--- src/rtl/bubble_defs.sv ---
// bubble_defs: shared definitions for the result reader.
// Holds the reader FSM state encoding and the default widths of the
// data-memory word address and the word-count input.
package bubble_defs;

  localparam int DEFAULT_ADDR_W = 10;
  localparam int DEFAULT_CNT_W  = 10;

  typedef enum logic [2:0] {
    S_IDLE = 3'd0,
    S_REQ  = 3'd1,
    S_WAIT = 3'd2,
    S_OUT  = 3'd3,
    S_DONE = 3'd4
  } reader_state_t;

endpackage

--- src/rtl/rise_detect.sv ---
// rise_detect: rising-edge detector for a level input.
// Ports:
//   clk    - system clock, history updates on rising edge
//   reset  - asynchronous active-high reset, clears history to 0
//   in     - level input to watch
//   rise   - high while in=1 and the registered previous value is 0
module rise_detect (
  input  logic clk,
  input  logic reset,
  input  logic in,
  output logic rise
);

  logic prev;

  always_ff @(posedge clk or posedge reset) begin
    if (reset) begin
      prev <= 1'b0;
    end else begin
      prev <= in;
    end
  end

  // A level already high when reset releases counts as a new edge,
  // because the history restarts at 0.
  assign rise = in & ~prev;

endmodule

--- src/rtl/result_reader.sv ---
// result_reader: once the processor raises end_signal, reads word_count
// consecutive words starting at base_addr out of data memory and streams
// them to a consumer over a valid/ready handshake, then raises done.
// Ports:
//   clk, reset   - system clock, asynchronous active-high reset
//   end_signal   - processor program-finished level
//   base_addr    - first word address, latched at start
//   word_count   - number of words, latched at start
//   rd_en        - data-memory read strobe (one cycle per word)
//   rd_addr      - data-memory word address (always the running address)
//   rd_data      - read data, valid one cycle after rd_en is sampled
//   out_data     - streamed word
//   out_valid    - out_data holds a word not yet accepted
//   out_ready    - consumer accept
//   done         - all requested words transferred
module result_reader
  import bubble_defs::*;
#(
  parameter int ADDR_W = DEFAULT_ADDR_W,
  parameter int CNT_W  = DEFAULT_CNT_W
) (
  input  logic              clk,
  input  logic              reset,
  input  logic              end_signal,
  input  logic [ADDR_W-1:0] base_addr,
  input  logic [CNT_W-1:0]  word_count,
  output logic              rd_en,
  output logic [ADDR_W-1:0] rd_addr,
  input  logic [31:0]       rd_data,
  output logic [31:0]       out_data,
  output logic              out_valid,
  input  logic              out_ready,
  output logic              done
);

  reader_state_t     state;
  logic [ADDR_W-1:0] addr;
  logic [CNT_W-1:0]  remaining;
  logic              end_rise;

  rise_detect u_end_rise (
    .clk   (clk),
    .reset (reset),
    .in    (end_signal),
    .rise  (end_rise)
  );

  assign rd_addr = addr;

  // Outputs are registered alongside the state: each transition sets the
  // output values belonging to the state being entered. The address counter
  // is ADDR_W bits wide, so incrementing past the top word wraps to 0.
  always_ff @(posedge clk or posedge reset) begin
    if (reset) begin
      state     <= S_IDLE;
      addr      <= '0;
      remaining <= '0;
      rd_en     <= 1'b0;
      out_data  <= '0;
      out_valid <= 1'b0;
      done      <= 1'b0;
    end else begin
      case (state)
        S_IDLE: begin
          if (end_rise) begin
            addr      <= base_addr;
            remaining <= word_count;
            if (word_count == '0) begin
              state <= S_DONE;
              done  <= 1'b1;
            end else begin
              state <= S_REQ;
              rd_en <= 1'b1;
            end
          end
        end

        S_REQ: begin
          rd_en <= 1'b0;
          state <= S_WAIT;
        end

        S_WAIT: begin
          out_data  <= rd_data;
          out_valid <= 1'b1;
          state     <= S_OUT;
        end

        S_OUT: begin
          if (out_ready) begin
            out_valid <= 1'b0;
            addr      <= addr + ADDR_W'(1);
            remaining <= remaining - CNT_W'(1);
            if (remaining == CNT_W'(1)) begin
              state <= S_DONE;
              done  <= 1'b1;
            end else begin
              state <= S_REQ;
              rd_en <= 1'b1;
            end
          end
        end

        S_DONE: begin
          // Stay here while end_signal is still high so a held level
          // cannot trigger a second run.
          if (!end_signal) begin
            done  <= 1'b0;
            state <= S_IDLE;
          end
        end

        default: begin
          state     <= S_IDLE;
          rd_en     <= 1'b0;
          out_valid <= 1'b0;
          done      <= 1'b0;
        end
      endcase
    end
  end

endmodule

--- config.mk ---
export PLATFORM = sky130hd
export DESIGN_NAME = result_reader
export DESIGN_NICKNAME = d
export VERILOG_FILES = /design/src/rtl/bubble_defs.sv /design/src/rtl/rise_detect.sv /design/src/rtl/result_reader.sv
export SDC_FILE = /design/constraint.sdc
export NUM_CORES = 1
export LEC_CHECK = 0
export CELL_PAD_IN_SITES_DETAIL_PLACEMENT = 1
export CELL_PAD_IN_SITES_GLOBAL_PLACEMENT = 1
export CORE_MARGIN = 3
export CORE_UTILIZATION = 30
export DETAILED_ROUTE_END_ITERATION = 10
export GPL_ROUTABILITY_DRIVEN = 0
export GPL_TIMING_DRIVEN = 1
export PLACE_DENSITY_LB_ADDON = 0.25
export SYNTH_ARGS = -nofsm -noshare
export SYNTH_HDL_FRONTEND = slang
export SYNTH_SLANG_ARGS = --single-unit
--- constraint.sdc ---
create_clock -name clk -period 1.48 [get_ports clk]
set_input_delay 0.148 -clock clk [delete_from_list [all_inputs] [get_ports clk]]
set_output_delay 0.148 -clock clk [all_outputs]
set_load 0.02 [all_outputs]
# == Word-level counts from Yosys, hierarchy flattened ==
# Index checks and enable logic that the tools add are counted.
# totals
regBits,59
latch_bits,0
ramBits,0
romBits,0
out_inout_bits,45
wordCells,63
mem_count,0
# op_classes
addsub,2
mul,0
div,0
magnitude_cmp,0
eq_ne,12
n_shift,0
n_mux,25
n_bitwise,5
reduce_logical,11
# op_table
cell,n
10-bit 2-to-1 mux,4
10-bit case mux with 2 select lines,2
3-bit 2-to-1 mux,5
3-bit case mux with 5 select lines,1
2-bit inequality test (second input constant),7
10-bit by 1-bit adder with 10-bit output (second input constant),1
10-bit by 1-bit == test with 1-bit output (second input constant),1
10-bit logical NOT,1
1-bit 2-to-1 mux,10
10-bit by 1-bit subtractor with 10-bit output (second input constant),1
3-bit by 2-bit == test with 1-bit output (second input constant),2
1-bit case mux with 3 select lines,2
3-bit AND reduction,2
6-bit AND reduction,1
5-bit AND reduction,1
1-bit inverter,4
1-bit case mux with 4 select lines,1
2-bit OR reduction,2
3-bit by 1-bit == test with 1-bit output (second input constant),1
3-bit == test (second input constant),1
3-bit logical NOT,1
3-bit OR reduction,1
2-bit AND reduction,1
2-bit nonzero test,1
1-bit AND,1

# == Longest topological paths before layout ==
# logic_depth
ltp_word,4
ltp_mapped,7
ltp_nobuf,6

# == Modules after synthesis ==
# From an unflattened synthesis, not the netlist that was laid out.
# hier_totals
cells_unflattened,261
hier_area_um2,2827.7
# modules_own_cells
mod,instances,cells_per_inst,area_per_inst_um2
result_reader,1,258,2785.2
rise_detect,1,3,42.5

# == Least setup slack after synthesis ==
# No wires, ideal clock.
# synth_path
kind,register to register
from,reg state[1]
to,reg out_data[10]
setup_time_ns,0.125
arrival_time_ns,1.335
path_slack_ns,0.020
path_stages_with_launch,6
synth_period_minus_slack_ns,1.460
path_cell_list,dfrtp_1 > buf_6 > inv_1 > nor3_4 > buf_4 > mux2_2
# synth_between
elab_chain_cells,1
# synth_lines
element,line_no,rtl
"start, declared",result_reader.sv:36,reader_state_t state;
"start signal, assigned",result_reader.sv:55,state <= S_IDLE;
"start signal, assigned",result_reader.sv:69,state <= S_DONE;
"start signal, assigned",result_reader.sv:72,state <= S_REQ;
3-bit by 2-bit == test with 1-bit output,result_reader.sv:63,case (state)
"end signal, assigned",result_reader.sv:84,out_data <= rd_data;
"end, declared",result_reader.sv:30,"output logic [31:0] out_data,"
# No other way between the ends.
# A chain may end at the register's enable or synchronous reset.

# == Worst setup path after layout ==
# layout_path
from,reg state[2]
to,reg addr[6] (netlist: rd_addr[6])
# layout_between
elab_chain_cells,3
elab_cells_between_ends,7
# layout_lines
element,line_no,rtl
3-bit by 2-bit == test with 1-bit output or 3-bit logical NOT (tied branches),result_reader.sv:63,
2-bit inequality test (no source line) or 2-bit nonzero test (tied branches),n/a,
3-bit AND reduction (no source line),n/a,
"end signal, assigned",result_reader.sv:66,addr <= base_addr;
"end signal, assigned",result_reader.sv:92,addr <= addr + ADDR_W'(1);
"end, declared",result_reader.sv:37,logic [ADDR_W-1:0] addr;
# Several ways; a longest one is shown, not always the timed one.

==> metrics.md <==
| Metric | Value |
|---|---|
| Outcome | `finished with violations` |
| Failing checks | `setup timing` |
| CP required | `roughly 1.7 ns` |
| Main flop type after synthesis | `dfrtp_1` |
| Max-cap viol count | `0` |
| Num CTS Buffers | `9` |
| Critical path buffers and inverters | `2` |
| F_max | `around 650 MHz` |
| CTS tree | `built` |
| Via-per-instance ratio | `4.99` |
| Crit path capture type | `flip-flop` |
| Asr flop ratio synth | `100%` |
| Total core area | `approximately 9000 um2` |
| Slew margin rel. | `about four fifths` |
| Fraction of layout cells with a size suffix above 1 | `between 30% and 40%` |
| Die area | `10,700 um2` |
| Layout Area Growth over Synthesis | `78.2%` |
| Drt first pass iters | `4` |
| Worst endpoint data arrival time | `roughly 1.8 ns` |
| Row cnt | `34` |
| Iter 0 DRT Violations | `80` |
| Fin Clk Skew | `0.00983 ns` |
| Post-Syn Nets | `a little over 300` |
| Hold Path Class | `in -> async` |
| Post-synth EDFFs | `0` |
| Setup CP Type | `reg -> reg` |
| P_leak | `0.00234 uW` |
| DRC violations left | `0` |
| Detailed Place HPWL | `6310 um` |
| Sequential element share of the synthesized area | `52.0%` |
| Final TNS setup | `-0.377 ns` |
| Die span in y | `just over 100 um` |
| Die width | `around 100 um` |
| Global-route wire length before repair | `about 13,000 um` |
| # port buffers | `100` |
| Critical path's slowest cell | `dfrtp_1` |
| Initial antenna violation count | `0` |
| Crit path from | `state[2]` |
| # IOs | `slightly above 100` |
| Unrepaired setup endpoints after global routing | `yes` |
| Drt wl/cell | `between 15 and 20 um` |
| Largest net degree at the start of global routing | `33` |
| Critical path's top delay family | `simple AND/OR/NAND/NOR gates` |
| Hold_buf cts | `0` |
| Max VDD drop | `767 uV` |
| Count of cell types in the netlist | `46` |
| Fillers | `between 900 and 1,000` |
| Overflow after GRT | `0` |
| Syn avg cell area | `between 10 and 15 um2` |
| CTS Sinks | `59` |
| Total GRT Usage | `between 15 and 20%` |
| Vias | `between 2,000 and 3,000` |
| Cell Pwr Density | `~2500 nW/um2` |
| Max-slew violation count | `0` |
| Starting density of the core | `a little under a third` |
| PnR worst setup slack | `-0.0662 ns` |
| Clock Tree Root | `clkbuf_8` |
| Clock transition at path regs | `roughly 0.07 ns` |
| Period utilization | `104%` |
| Nets | `between 400 and 500` |
| Critical Path Max Stage Delay | `0.41 ns` |
| Ant diodes | `0` |
| Worst-margin pin slew | `0.316 ns` |
| Detail Route Antenna Nets | `0` |
| R2R setup slack | `-0.07 ns` |
| Final Hold Fails | `0` |
| Critical-path maximum fanout | `6` |
| Drt total wl | `just over 10,000 um` |
| Hold Worst Slack | `0.127 ns` |
| FF-to-FF Start | `state[2]` |
| Synth Register Bits | `59` |
| # setup viols final | `24` |
| Vias in the first global route | `approximately 2,700` |
| Post-synth design cell area | `between 2000 and 3000 um2` |
| # H-tree levels | `3` |
| Ys Warns | `0` |
| Fin crit period | `about 1.5 ns` |
| Design Power | `12,600 uW` |
| Worst-Skew Late Latency | `approximately 0.33 ns` |
| Post-Synthesis Cells | `roughly 250` |
| Crit path cell chain | `buf_6 -> and3b_2 -> buf_12 -> nand4_1 -> o21ai_1 -> a2bb2oi_2` |
| Crit path launch type | `flip-flop` |
| Max clock buf depth | `2` |
## flip-flops by register name, indices dropped and copies added, names as in the netlist
register and count:
out_valid 1, out_data 32, remaining 10, u_end_rise.prev 1, state 3, rd_en 1, done 1, rd_addr 10
## cells by family after synthesis
logic type	synth area share, %
multiplexers	13.0
AO/OA/AOI/OAI	15.9
AND/OR/NAND/NOR	13.2
adder cells (fa/ha/maj)	1.32
buffers and inverters	4.62
flip-flops	52.0
## final timing paths
path	end	depth (start not counted)
setup / recovery	rd_addr[6]	6
hold / removal	done	2
setup reg to reg	rd_addr[6]	6
hold reg to reg	remaining[8]	1
max in group asynchronous	out_data[24]	3
min in group clk	rd_addr[1]	3
## Yosys cell counts (3+ instances only)
| master | instances | share of area (%) |
|---|---|---|
| ha_1 | 3 | 1.3 |
| buf_6 | 5 | 2.0 |
| nor3_1 | 8 | 1.4 |
| a22oi_1 | 3 | 0.79 |
| mux2_2 | 31 | 12 |
| a2bb2oi_1 | 4 | 1.2 |
| o21ai_0 | 19 | 3.3 |
| a21oi_2 | 3 | 0.92 |
| o2bb2ai_1 | 5 | 1.5 |
| nand4_1 | 3 | 0.66 |
| a21oi_1 | 17 | 3.0 |
| buf_2 | 6 | 1.1 |
| nand2_1 | 19 | 2.5 |
| nand3_1 | 6 | 1.1 |
| nor4_1 | 3 | 0.66 |
| dfrtp_1 | 59 | 52 |
| o22ai_1 | 5 | 1.1 |
| nor2_1 | 11 | 1.5 |
| inv_1 | 6 | 0.79 |
## where the power goes
part / switching (uW) / internal, uW / total [uW]
clock network: 643 / 944 / 1590
logic: 3680 / 4170 / 7850
registers: 691 / 2450 / 3140
## worst reg2reg max path: cells and delay by family (launching register included)
family | cells | cell delay (ns)
AOI/OAI and AO/OA | 2 | 0.21
DFF | 1 | 0.41
buffers and inverters | 2 | 0.29
and+or+nand+nor | 2 | 0.52
## layout make-up
| cell class | instances | area, um2 | area share [%] |
|---|---|---|---|
| timing repair buffer | 153 | 1660 | 32.7 |
| multi-input combinational | 172 | 1530 | 30.3 |
| clock buffer | 11 | 131 | 2.59 |
| tap | 126 | 158 | 3.11 |
| sequential | 59 | 1480 | 29.2 |
| clock inverter | 5 | 77.6 | 1.53 |
| inverter | 6 | 26.3 | 0.519 |
## timing repair
item / 4_1_cts / 5_1_grt
gates resized for setup: 32 / 104
gates cloned: 1 / 7
buffers inserted: 4 / 5
pin swaps: 5 / 11
endpoints found under the hold margin: 0 / 0
setup endpoints to repair: 66 / 75
## stage by stage
step | instance area, um2 | cells | util (%) | setup slack (ns)
4_1_cts | 4540 | 520 | 50.6 | -0.0490
3_3_place_gp | 4250 | 500 | 47.3 | -0.122
2_1_floorplan | 2850 | 252 | - | 0.0204
3_5_place_dp | 4250 | 500 | 47.3 | -0.187
5_1_grt | 5060 | 532 | 56.4 | -0.142
6_report | 5060 | 532 | 56.4 | -0.0662
## placed cells by master, fill, tap and decap left out, types with 7 or more instances in the layout
| master | instances |
|---|---|
| o21ai_1 | 8 |
| dlygate4sd2_1 | 15 |
| buf_6 | 10 |
| o21ai_0 | 9 |
| dlymetal6s2s_1 | 24 |
| nand2_1 | 18 |
| nor2_1 | 9 |
| clkbuf_8 | 9 |
| buf_4 | 29 |
| a21oi_2 | 8 |
| dfrtp_1 | 56 |
| mux2_4 | 32 |
| buf_12 | 7 |
| a21oi_1 | 12 |
| clkdlybuf4s50_1 | 61 |
## routing by layer
layer | track usage (%) | share of wire, % | vias to the layer above | routed length [um]
met1 | 20.1 | 44 | 1320 | 4420
met3 | 4.16 | 5.3 | 10 | 537
li1 | - | - | 1230 | -
met2 | 27.5 | 50 | 96 | 5070
met5 | 0 | 0 | - | 0
met4 | 4.48 | 1.0 | 0 | 106
Note: power is estimated with default switching activity, not from simulation.
